===== config.mk =====
export PLATFORM = sky130hd
export DESIGN_NAME = cordic_sched_flat
export DESIGN_NICKNAME = d
export VERILOG_FILES = /design/src/rtl/cordic_sched_if.sv /design/src/rtl/cordic_sched.sv /design/src/flat_wrapper.sv
export SDC_FILE = /design/constraint.sdc
export NUM_CORES = 1
export LEC_CHECK = 0
export ABC_CLOCK_PERIOD_IN_PS = 3100
export BUFFER_PORTS_ARGS = -buffer_cell sky130_fd_sc_hd__buf_2
export CORE_ASPECT_RATIO = 1.1
export CORE_MARGIN = 2
export CORE_UTILIZATION = 54
export DETAILED_ROUTE_END_ITERATION = 8
export PLACE_DENSITY_LB_ADDON = 0.3
export SYNTH_ARGS = -nofsm -noshare
export SYNTH_HDL_FRONTEND = slang
export SYNTH_SLANG_ARGS = --single-unit

===== constraint.sdc =====
create_clock -name clk_100m -period 3.1 [get_ports clk_100m]
set_clock_uncertainty 0.05 [all_clocks]
set_input_delay 0.62 -clock clk_100m [delete_from_list [all_inputs] [get_ports clk_100m]]
set_output_delay 0.62 -clock clk_100m [all_outputs]
set_load 0.005 [all_outputs]

===== src/rtl/cordic_sched_if.sv =====
// Handshake and data bundle between the CORDIC scheduler and the CORDIC core.
interface cordic_sched_if;
  logic               core_start;
  logic [1:0]         core_func;
  logic signed [31:0] core_arg;
  logic               core_done;
  logic signed [31:0] core_r1;
  logic signed [31:0] core_r2;

  modport master (
    output core_start, core_func, core_arg,
    input  core_done, core_r1, core_r2
  );

  modport slave (
    input  core_start, core_func, core_arg,
    output core_done, core_r1, core_r2
  );
endinterface


===== src/rtl/cordic_sched.sv =====
// Mode selection and request scheduling for an external CORDIC core: forms the
// Q16.16 argument from the ADC code, issues one job at a time, latches results.
module cordic_sched #(
  parameter int TIMEOUT_CYC = 64,
  parameter int HYP_LIMIT   = 72089
) (
  input  logic               clk_100m,
  input  logic               rst_n,
  input  logic               mode_btn_pulse,
  input  logic               sample_tick,
  input  logic [9:0]         adc_ch1_data,
  cordic_sched_if.master     core,
  output logic [1:0]         cordic_mode,
  output logic signed [31:0] cordic_result_1,
  output logic signed [31:0] cordic_result_2,
  output logic               cordic_result_valid,
  output logic               err_timeout
);

  localparam int CNT_W = $clog2(TIMEOUT_CYC) + 1;
  localparam logic [CNT_W-1:0] CNT_LAST = CNT_W'(TIMEOUT_CYC - 1);
  localparam logic signed [20:0] HYP_MAX = 21'(HYP_LIMIT);
  localparam logic signed [20:0] HYP_MIN = 21'(-HYP_LIMIT);

  typedef enum logic [1:0] {IDLE, ISSUE, WAIT, LATCH} state_t;

  state_t           state_q, state_d;
  logic             pending_q;
  logic             stale_q;
  logic [CNT_W-1:0] cnt_q;
  logic [1:0]       mode_nxt;
  logic             start_op;
  logic             done_ok;
  logic             timeout_hit;

  function automatic logic signed [20:0] sat_hyp(input logic signed [20:0] v);
    if (v > HYP_MAX) return HYP_MAX;
    if (v < HYP_MIN) return HYP_MIN;
    return v;
  endfunction

  // d spans -512..511, so both products fit in 21 signed bits before extension.
  function automatic logic signed [31:0] form_arg(input logic [9:0] code, input logic [1:0] func);
    logic signed [20:0] d;
    logic signed [20:0] prod;
    d = $signed({11'd0, code}) - 21'sd512;
    if (func == 2'd1) prod = d * 21'sd402;
    else              prod = sat_hyp(d * 21'sd145);
    return 32'(prod);
  endfunction

  // A press coincident with a tick in IDLE issues with the mode it advances to.
  assign mode_nxt    = mode_btn_pulse ? cordic_mode + 2'd1 : cordic_mode;
  assign start_op    = (state_q == IDLE) && (mode_nxt != 2'd0) && (sample_tick || pending_q);
  assign done_ok     = !stale_q && !mode_btn_pulse;
  assign timeout_hit = (state_q == WAIT) && !core.core_done && (cnt_q == CNT_LAST);

  assign core.core_start     = (state_q == ISSUE);
  assign cordic_result_valid = (state_q == LATCH);

  always_ff @(posedge clk_100m or negedge rst_n) begin
    if (!rst_n) state_q <= IDLE;
    else        state_q <= state_d;
  end

  always_comb begin
    state_d = state_q;
    case (state_q)
      IDLE:  if (start_op) state_d = ISSUE;
      ISSUE: state_d = WAIT;
      WAIT: begin
        if (core.core_done) state_d = done_ok ? LATCH : IDLE;
        else if (timeout_hit) state_d = IDLE;
      end
      LATCH: state_d = IDLE;
      default: state_d = IDLE;
    endcase
  end

  always_ff @(posedge clk_100m or negedge rst_n) begin
    if (!rst_n) begin
      cordic_mode     <= 2'd0;
      err_timeout     <= 1'b0;
      pending_q       <= 1'b0;
      stale_q         <= 1'b0;
      cnt_q           <= '0;
      core.core_func  <= 2'd0;
      core.core_arg   <= 32'sd0;
      cordic_result_1 <= 32'sd0;
      cordic_result_2 <= 32'sd0;
    end else begin
      cordic_mode <= mode_nxt;

      if (mode_btn_pulse)   err_timeout <= 1'b0;
      else if (timeout_hit) err_timeout <= 1'b1;

      // Snapshot stays on the core bus until the next issue.
      if (start_op) begin
        pending_q      <= 1'b0;
        stale_q        <= 1'b0;
        cnt_q          <= '0;
        core.core_func <= mode_nxt;
        core.core_arg  <= form_arg(adc_ch1_data, mode_nxt);
      end else begin
        if (state_q == ISSUE || state_q == WAIT) cnt_q <= cnt_q + CNT_W'(1);
        if (mode_btn_pulse && (state_q == ISSUE || state_q == WAIT)) begin
          stale_q   <= 1'b1;
          pending_q <= 1'b0;
        end else if (sample_tick && state_q != IDLE) begin
          pending_q <= 1'b1;
        end else if (state_q == IDLE && mode_nxt == 2'd0) begin
          pending_q <= 1'b0;
        end
      end

      if (state_q == WAIT && core.core_done && done_ok) begin
        cordic_result_1 <= core.core_r1;
        cordic_result_2 <= core.core_r2;
      end
    end
  end

endmodule


===== src/flat_wrapper.sv =====
// flat-port wrapper written by rule: the top's interface ports become plain ports
module cordic_sched_flat 
#(
  parameter int TIMEOUT_CYC = 64,
  parameter int HYP_LIMIT   = 72089
)
  (clk_100m, rst_n, mode_btn_pulse, sample_tick, adc_ch1_data, cordic_mode, cordic_result_1, cordic_result_2, cordic_result_valid, err_timeout, core_core_start, core_core_func, core_core_arg, core_core_done, core_core_r1, core_core_r2);
  cordic_sched_if core_i ();
  input  logic clk_100m;
  input  logic rst_n;
  input  logic mode_btn_pulse;
  input  logic sample_tick;
  input  logic [9:0] adc_ch1_data;
  output logic [1:0] cordic_mode;
  output logic signed [31:0] cordic_result_1;
  output logic signed [31:0] cordic_result_2;
  output logic cordic_result_valid;
  output logic err_timeout;
  output wire logic [$bits(core_i.core_start)-1:0] core_core_start;
  output wire logic [$bits(core_i.core_func)-1:0] core_core_func;
  output wire logic [$bits(core_i.core_arg)-1:0] core_core_arg;
  input wire logic [$bits(core_i.core_done)-1:0] core_core_done;
  input wire logic [$bits(core_i.core_r1)-1:0] core_core_r1;
  input wire logic [$bits(core_i.core_r2)-1:0] core_core_r2;
  assign core_core_start = core_i.core_start;
  assign core_core_func = core_i.core_func;
  assign core_core_arg = core_i.core_arg;
  assign core_i.core_done = core_core_done;
  assign core_i.core_r1 = core_core_r1;
  assign core_i.core_r2 = core_core_r2;
  cordic_sched #(.TIMEOUT_CYC(TIMEOUT_CYC), .HYP_LIMIT(HYP_LIMIT)) u_core (.clk_100m(clk_100m), .rst_n(rst_n), .mode_btn_pulse(mode_btn_pulse), .sample_tick(sample_tick), .adc_ch1_data(adc_ch1_data), .core(core_i), .cordic_mode(cordic_mode), .cordic_result_1(cordic_result_1), .cordic_result_2(cordic_result_2), .cordic_result_valid(cordic_result_valid), .err_timeout(err_timeout));
endmodule

==> impl_summary.md, run 1 <==
Power
The design draws 0.00857 W. Across the VDD grid, the largest voltage drop is 0.763 mV. The static leakage is 4.94 nW. For this design the ratio of total power to cell area is 835 mW/mm².

Layout
At the end of the flow the core is filled with cells to 0.808. The ratio of cells with drive above 1 in the final layout is 0.538. At the end of the flow, the number of nets in the layout was 1147.

The final instance area is 0.0103 mm². The area added between synthesis and finish is 45.5%. Counting the fill cells in the layout gives 696.

Global route
After global routing the overflow that remains totals 0. Entering global routing, the biggest net connects 67 pins. In the global route stage, overall resource usage came out at 0.311.

The initial antenna violation count is 0. The global-route wire length before repair is 34100 µm. The via count of the first global-routing pass is 6959.

Clock network
The H-tree depth is 3. No sink is reached through more buffers than the 2 on the longest clock path. Clock latency on the worst-skew pair, taken at its later pin, is 0.34 ns. The TritonCTS buffer count is 9. The clock drives 101 sinks. The clock root buffer is sky130_fd_sc_hd__clkbuf_16. Clock-pin slew was measured on the worst setup and hold paths at 0.07 ns. Buffers inserted to repair hold after CTS numbered 0. TritonCTS built the clock tree.

Detailed routing
Using the TritonRoute via totals, the vias-per-cell ratio works out to 5.74. The count of vias placed by the detailed router is 6456. The count of nets left with antenna violations once routing finished came out at 0. For this block, the routed nets add up to 22200 µm of wire. The routed wirelength normalized by instance count is 19.8 µm. The initial DRC count is 505.

The detailed-router iteration count before antenna repair is 9. The total DRC errors in the routed layout is 2.

Timing
Setup repair after global routing could not meet its margin everywhere. The final count of negative-setup-slack endpoints is 21. The hold violation total from the final report is 0. The final count of pins violating max slew is 0. The transition time of the tightest slew-check pin is 0.936 ns. Of the available clock period, the critical path in the final layout requires 1.24. The worst path in the final design needs a cycle of 3.85 ns, including I/O delays and setup. The maximum clock rate is 260 MHz. The worst-case headroom to the max-slew limit is 0.373. The worst-case hold slack is 0.247 ns. The smallest setup slack after layout is -0.750 ns.

Synth
For this run, asynchronously set or reset flops after synthesis account for 1.00. Counting every instance in the synthesized netlist gives 657. The share of synthesized area in the top cell type comes to 0.358. Ranked by total cell area, the synthesized netlist is headed by sky130_fd_sc_hd__dfrtp_1 36%, sky130_fd_sc_hd__ha_1 16%, sky130_fd_sc_hd__mux2_2 10%, sky130_fd_sc_hd__fa_1 4.8%, sky130_fd_sc_hd__xnor2_1 3.1%. In this run, distinct cell masters in the synthesized netlist total 70.

Summing every instance area after synthesis gives 0.00706 mm². In this run, synthesis produced a sequential element count of 101. The count of yosys warnings during synthesis is 0.

For this run, the leading register cell type out of synthesis is sky130_fd_sc_hd__dfrtp_1. Counting flops with a built-in enable in the synthesized netlist gives 0. The number of nets in the synthesized netlist is 842. The synthesized design spends more area on one cell type than any other, namely sky130_fd_sc_hd__dfrtp_1. The mean instance size in the synthesized netlist is 10.7 µm². For this run, the register share of the synthesized area comes to 0.358.

Floorplan
The placeable core region is 0.0127 mm². The starting density of the core is 0.556. The die width is 113 µm. The die footprint is 0.0140 mm². In this run the vertical extent of the chip is 124 µm. 182 I/O pins were placed. The number of cell rows is 43.

Worst hold path
The tightest min-delay check is of the input pin to asynchronous set/reset pin type.

Job
The number of violations of the max-capacitance limit is 0.

Outcome
The checks that failed: DRC, setup timing. The run finished, with violations left.

Placement
The total of buffers placed on input and output ports is 181. Routability-driven placement finished with a final weighted congestion of 0.874. The HPWL after detailed placement is 15200 µm. Summing all placed instances gives a cell area of 0.00935 mm².

Setup path
The kind of capture point of the worst setup path is a flop. The worst path required time is 3.28 ns. The worst setup path category is input pin to flop. STA classifies the critical path startpoint as an input pin. In this run the worst path has a maximum fanout of 5.

The arrival time of data at the critical path endpoint is 4.03 ns.
==> repair_timing <==
action	in CTS	in global routing
endpoints found under the setup margin	21	21
gates resized for setup	66	26
pin swaps	37	33
setup buffers	14	9
cloned	1	1
==> synthesized netlist by cell type, types with 3 or more instances <==
cell type	n
sky130_fd_sc_hd__a21o_1	4
sky130_fd_sc_hd__a31oi_1	7
sky130_fd_sc_hd__nor2_1	50
sky130_fd_sc_hd__dfrtp_1	101
sky130_fd_sc_hd__or3_1	3
sky130_fd_sc_hd__o221a_1	4
sky130_fd_sc_hd__nand3_1	9
sky130_fd_sc_hd__clkbuf_1	15
sky130_fd_sc_hd__and3_1	3
sky130_fd_sc_hd__o21a_1	3
sky130_fd_sc_hd__mux2i_1	5
sky130_fd_sc_hd__nand2_1	34
sky130_fd_sc_hd__o21ai_2	3
sky130_fd_sc_hd__o21ai_0	18
sky130_fd_sc_hd__a211oi_1	4
sky130_fd_sc_hd__inv_1	54
sky130_fd_sc_hd__nand4_1	4
sky130_fd_sc_hd__a21oi_2	3
sky130_fd_sc_hd__fa_1	17
sky130_fd_sc_hd__a21oi_1	25
sky130_fd_sc_hd__nand2b_1	5
sky130_fd_sc_hd__nor3_1	10
sky130_fd_sc_hd__o221ai_2	4
sky130_fd_sc_hd__xor2_1	17
sky130_fd_sc_hd__buf_4	11
sky130_fd_sc_hd__o211ai_1	3
sky130_fd_sc_hd__mux2_2	65
sky130_fd_sc_hd__ha_1	89
sky130_fd_sc_hd__a211o_1	4
sky130_fd_sc_hd__xnor2_1	25
sky130_fd_sc_hd__o21ai_1	6
==> cells by family (layout without fill, tap and decap cells) <==
logic type / Yosys count / count (layout) / share of synthesized area
adders and majority gates: 106 / 106 / 0.206
muxes: 70 / 70 / 0.111
and+or+nand+nor: 134 / 134 / 0.0872
other: 0 / 1 / 0
buffers and inverters: 85 / 394 / 0.0534
xor gates and xnor gates: 44 / 44 / 0.0567
AOI/OAI and AO/OA: 117 / 118 / 0.128
DFF: 101 / 101 / 0.358
==> report_power, final <==
group          total (W)  switching [W]  leakage, nW  internal (W)
logic            0.00509        0.00248         3.56       0.00261
clock network    0.00113       0.000485        0.142      0.000650
registers        0.00234       0.000402         1.24       0.00194
==> sequential cells by signal, summed over array words and instances, names as in the netlist <==
register                cells
u_core.cordic_mode          2
u_core.err_timeout          1
u_core.cnt_q                7
u_core.pending_q            1
u_core.stale_q              1
u_core.core.core_arg       21
u_core.cordic_result_2     32
u_core.state_q              2
u_core.core.core_func       2
u_core.cordic_result_1     32
==> worst max-delay path: stages <==
cell                        delay, ns
sky130_fd_sc_hd__buf_8           0.11
sky130_fd_sc_hd__buf_6           0.11
sky130_fd_sc_hd__ha_4            0.28
sky130_fd_sc_hd__fa_1            0.46
sky130_fd_sc_hd__ha_4            0.31
sky130_fd_sc_hd__ha_4            0.22
sky130_fd_sc_hd__o21ai_2         0.18
sky130_fd_sc_hd__a21oi_4         0.06
sky130_fd_sc_hd__buf_4           0.14
sky130_fd_sc_hd__o21ai_2         0.16
sky130_fd_sc_hd__a21boi_1        0.10
sky130_fd_sc_hd__o31ai_2         0.25
sky130_fd_sc_hd__buf_4           0.18
sky130_fd_sc_hd__buf_4           0.12
sky130_fd_sc_hd__o21ai_2         0.07
sky130_fd_sc_hd__a21oi_2         0.20
sky130_fd_sc_hd__buf_6           0.16
sky130_fd_sc_hd__and2b_1         0.19
sky130_fd_sc_hd__a2bb2oi_2       0.12
==> layout by cell type, fill, tap and decap left out, types with 5 or more instances in the layout <==
cell type and instances:
sky130_fd_sc_hd__buf_2 171, sky130_fd_sc_hd__mux2i_1 5, sky130_fd_sc_hd__nor3_1 9, sky130_fd_sc_hd__inv_1 43
sky130_fd_sc_hd__buf_6 14, sky130_fd_sc_hd__a31oi_1 6, sky130_fd_sc_hd__o221ai_2 5, sky130_fd_sc_hd__nand3_1 9
sky130_fd_sc_hd__clkbuf_16 9, sky130_fd_sc_hd__xnor2_1 24, sky130_fd_sc_hd__xor2_1 15, sky130_fd_sc_hd__mux2_2 65
sky130_fd_sc_hd__dfrtp_1 101, sky130_fd_sc_hd__ha_1 52, sky130_fd_sc_hd__ha_4 33, sky130_fd_sc_hd__a21oi_1 21
sky130_fd_sc_hd__nor2_1 44, sky130_fd_sc_hd__fa_1 16, sky130_fd_sc_hd__nor2_2 5, sky130_fd_sc_hd__o21ai_2 10
sky130_fd_sc_hd__buf_4 130, sky130_fd_sc_hd__inv_2 8, sky130_fd_sc_hd__buf_8 5, sky130_fd_sc_hd__o21ai_0 11
sky130_fd_sc_hd__a21oi_2 5, sky130_fd_sc_hd__nand2_1 32
==> per-stage QoR <==
step	cells	setup TNS, ns	setup slack [ns]
after floorplan	657	-11.71	-0.618
after global placement	1084	-21.69	-1.08
after detailed placement	1084	-23.20	-1.15
after CTS	1114	-13.07	-0.658
after global routing	1124	-16.28	-0.822
final	1125	-14.74	-0.750
==> final timing paths <==
kind                                                from                         end  slack, ns  cells after the start
worst max-delay path                     adc_ch1_data[2]     u_core.core.core_arg[3]      -0.75                     19
worst min-delay path                               rst_n  u_core.cordic_result_1[23]       0.25                      1
worst max register to register         u_core.state_q[0]     u_core.core.core_arg[6]       0.83                      7
worst min register to register  u_core.core.core_func[0]    u_core.core.core_func[0]       0.43                      2
max in group asynchronous                          rst_n          u_core.err_timeout       2.04                      2
min in group clk_100m           u_core.core.core_func[0]    u_core.core.core_func[0]       0.43                      2
==> routing by layer <==
metal	wire, µm	vias to the layer above	global-route usage	share of wire
met1	8390	3181	0.353	0.38
met3	1190	89	0.0540	0.054
met4	1010	0	0.143	0.045
li1	-	2896	-	-
met2	11600	290	0.575	0.52
met5	0	-	0	0
==> area by class of cell <==
cell class                      instances  area, µm²  share of cell area
Clock inverter                          5       58.8             0.00573
Antenna cell                            1       2.50            0.000244
Sequential cell                       101       2530               0.246
Multi-Input combinational cell        472       4860               0.474
Clock buffer                           11        243              0.0237
Timing Repair Buffer                  323       2120               0.207
Tap cell                              157        196              0.0191
Inverter                               55        246              0.0240
Power figures use the tool's default switching activity.
==> inputs of run 2 (changes only) <==
Settings changed: ABC_AREA from default to 1, CORE_UTILIZATION 54 to 55, TNS_END_PERCENT from default to 10.
==> impl_summary.md, run 2 <==
Global route
The global routing usage on met3 is 0.0693. The via count of the first global-routing pass is 7470. For this run, global-route usage on met1 was measured as 0.349. The initial antenna violation count is 0. met2 is the most crowded layer. Across every metal layer, demand over resource in global routing totals 0.299. Entering global routing, the biggest net connects 66 pins. For this run the aggregate overflow at the end of global routing stands at 0. The global-route wire length before repair is 34800 µm. For this run, global-route usage on met2 was measured as 0.526.

Placement
The worst slack after detailed placement is -0.796 ns. The detailed-placement wirelength estimate is 15400 µm. The final weighted congestion of routability-driven global placement is 0.901. The total of buffers placed on input and output ports is 181.

Clock network
The number of clock buffers added by TritonCTS is 9. The H-tree depth is 3. Counting along the longest clock path gives a buffer depth of 2. The CTS sink count is 101. Clock-pin slew was measured on the worst setup and hold paths at 0.07 ns. The CTS tree is built. Clock latency on the worst-skew pair, taken at its later pin, is 0.35 ns. The clock root buffer is sky130_fd_sc_hd__clkbuf_16.

Detailed routing
The initial DRC count is 539. The routed wirelength normalized by instance count is 16.6 µm. The count of vias placed by the detailed router is 7710. After detailed routing, the number of remaining DRC violations is 0. For this run, the detailed router's first-pass iteration total came to 8. The detail-routed via count per cell is 5.46. In this run the remaining antenna-violating nets after routing total 0. For this block, the routed nets add up to 23500 µm of wire.

Synth
In this run, synthesis inferred 0 flip-flops with an integrated enable. The synthesized netlist occupies a cell area of 0.00744 mm². The register bit count reported by yosys is 101.

Ranked by instance count, the synthesized netlist is headed by 342 x sky130_fd_sc_hd__nand2_1, 127 x sky130_fd_sc_hd__inv_1, 101 x sky130_fd_sc_hd__dfrtp_1, 89 x sky130_fd_sc_hd__ha_1, 44 x sky130_fd_sc_hd__nand3_1. Yosys printed 0 warnings. In the post-synthesis netlist, the biggest area contributors are sky130_fd_sc_hd__dfrtp_1 34%, sky130_fd_sc_hd__nand2_1 17%, sky130_fd_sc_hd__ha_1 15%, sky130_fd_sc_hd__inv_1 6.4%, sky130_fd_sc_hd__fa_1 4.6%.

The sequential-to-total area share from yosys stat is 0.340. The mean instance size in the synthesized netlist is 7.66 µm². The leading area contributor after synthesis is sky130_fd_sc_hd__dfrtp_1.

The area share of the largest cell type after synthesis is 0.340. The gate count after technology mapping is 971. When the netlist entered floorplanning its net count stood at 1156. Yosys mapped the design onto 47 distinct sky130hd cell types. The share of flip-flops with an asynchronous set or reset after synthesis is 1.00. In the post-synthesis netlist, the cell with the most instances is sky130_fd_sc_hd__nand2_1. The most common flop cell mapped by yosys is sky130_fd_sc_hd__dfrtp_1.

Timing
The tightest hold path in the finished design has a slack of 0.205 ns. After layout, the worst setup slack is -0.420 ns. The maximum clock rate is 284 MHz.

The hold violation total from the final report is 0. The transition time of the tightest slew-check pin is 1.01 ns. Setup violations remaining at the end of the flow were counted as 21. Setup repair after global routing could not meet its margin everywhere. The time the final worst path needs with I/O delays and setup is 3.52 ns. In the finished design, the share of the clock period the worst path needs comes to 1.14. The final count of pins violating max slew came to 0. In this run the tightest slew margin relative to its limit is 0.327.

Floorplan
The die height is 126 µm. The die width is 115 µm. The core region is 0.0132 mm². During I/O placement, the number of pins put on the boundary was 182.

The die footprint is 0.0145 mm². The starting density of the core is 0.563. The number of cell rows is 44.

Setup path
Among cell families on the critical path, the largest total delay comes from simple AND/OR/NAND/NOR gates. The worst path required time is 3.29 ns. The critical path startpoint category is an input pin.

The critical path is of the input pin to flop type. The peak per-stage delay on the critical path is 0.31 ns. The worst register-to-register path begins at u_core.cordic_mode[0].

STA classifies the critical path endpoint as a flop. The worst register-to-register path has a depth of 11. Among all stages on the critical path, the largest delay is contributed by sky130_fd_sc_hd__ha_4. The largest fanout on the critical path is 5. Together, buffers and inverters on the worst path number 4. Across all register-to-register paths, the minimum setup slack is 0.81 ns.

In this design, the critical path's most frequently occurring cell is sky130_fd_sc_hd__nand2_2. The arrival time of data at the critical path endpoint is 3.71 ns. The endpoint identified for the worst register-to-register timing path is u_core.core.core_arg[18]. The critical path goes through buf_6 -> buf_12 -> ha_4 -> xor2_2 -> ha_1 -> or2_4 -> ha_4 -> ha_4 -> nand2_2 -> inv_1 -> nand2_2 -> buf_4 -> nand3_1 -> nand2_1 -> nand2_2 -> nand3_1 -> nand3_2 -> nand2_2 -> nand2_4 -> nand2_4 -> nand2_1 -> nand3_1 -> nand2_2 -> nand2_1.

Worst hold path
The type of the tightest min-delay check is input pin to asynchronous set/reset pin.

Layout
The most common cell after layout, fill and taps aside is sky130_fd_sc_hd__nand2_1. The final net count is 1431. The top cell types in the final layout, fill and taps aside, are 307 x sky130_fd_sc_hd__nand2_1, 171 x sky130_fd_sc_hd__buf_2, 112 x sky130_fd_sc_hd__buf_4. The antenna diode count is 0. The area added between synthesis and finish is 41.5%. In the final layout, the registers with the most flip-flops are u_core.cordic_result_1: 32 flops, u_core.cordic_result_2: 32 flops, u_core.core.core_arg: 21 flops. The ratio of cells with drive above 1 in the final layout is 0.392. The number of fill cells is 821.

Job
The number of violations of the max-capacitance limit is 0.

Outcome
The flow ran to the end, but the final reports show violations. The checks that failed: setup timing.

Power
The static leakage is 5.84 nW. VDD sags by at most 0.475 mV. For this design the ratio of total power to cell area is 808 mW/mm².
## run 2: per-layer routing
layer | wire length (µm) | vias up
met5 | 0 | -
met4 | 1430 | 0
met1 | 8750 | 3590
met3 | 1630 | 136
li1 | - | 3601
met2 | 11700 | 383
## run 2: kinds of logic (layout without fill, tap and decap cells)
group | Yosys count | after routing | synth area share
and+or+nand+nor | 471 | 475 | 0.263
buffers and inverters | 169 | 445 | 0.0945
DFF | 101 | 101 | 0.340
xor gates and xnor gates | 26 | 26 | 0.0306
AOI/OAI and AO/OA | 98 | 98 | 0.0763
adders and majority gates | 106 | 106 | 0.195
## run 2: per-stage QoR
step	instances	cell area, µm²	total power [W]	setup TNS (ns)	utilization
2_1_floorplan	971	7710	0.00475	-5.52	-
3_3_place_gp	1389	9490	0.00636	-14.34	0.718
3_5_place_dp	1389	9490	0.00648	-15.21	0.718
4_1_cts	1409	10100	0.00798	-5.28	0.765
5_1_grt	1412	10500	0.00913	-10.66	0.797
6_report	1412	10500	0.00851	-7.42	0.797
## run 2: worst register-to-register path, cell delays in order, from the launching register on
cell and delay (ns):
sky130_fd_sc_hd__dfrtp_1 0.41, sky130_fd_sc_hd__nand2_1 0.11, sky130_fd_sc_hd__inv_1 0.05, sky130_fd_sc_hd__nor2_1 0.12
sky130_fd_sc_hd__inv_1 0.09, sky130_fd_sc_hd__nand2_1 0.12, sky130_fd_sc_hd__nand2_1 0.08, sky130_fd_sc_hd__nor2_2 0.41
sky130_fd_sc_hd__inv_2 0.32, sky130_fd_sc_hd__a21oi_2 0.22, sky130_fd_sc_hd__buf_4 0.14, sky130_fd_sc_hd__a2bb2oi_1 0.06
## run 2: worst max path at each step
stage	start	to	cells after the start
floorplan	adc_ch1_data[2]	u_core.core.core_arg[15]	17
global placement	adc_ch1_data[3]	u_core.core.core_arg[18]	17
detailed placement	adc_ch1_data[4]	u_core.core.core_arg[16]	22
CTS	adc_ch1_data[5]	u_core.core.core_arg[16]	23
global route	adc_ch1_data[1]	u_core.core.core_arg[3]	24
finish	adc_ch1_data[1]	u_core.core.core_arg[3]	24
## run 2: power breakdown
part           leakage (nW)  total, W  internal [W]  switching [W]
logic                  4.41   0.00504       0.00232        0.00271
registers              1.27   0.00226       0.00190       0.000354
clock network         0.160   0.00121      0.000656       0.000558
total                  5.84   0.00851       0.00488        0.00362
## run 2: area by class of cell
cell class                      count  area [µm²]  share of cell area
Multi-Input combinational cell    705        5090               0.483
Sequential cell                   101        2530               0.240
Timing Repair Buffer              296        1860               0.177
Inverter                          133         523              0.0497
Clock buffer                        9         225              0.0214
Tap cell                          161         201              0.0191
Clock inverter                      7         103             0.00974
## run 2: timing repair
| action | in CTS | in global routing |
|---|---|---|
| resized for setup | 56 | 109 |
| cloned | 3 | 1 |
| buffers inserted | 1 | 2 |
| pin swaps | 20 | 68 |
| endpoints found under the setup margin | 21 | 21 |
| hold buffers | 0 | 0 |
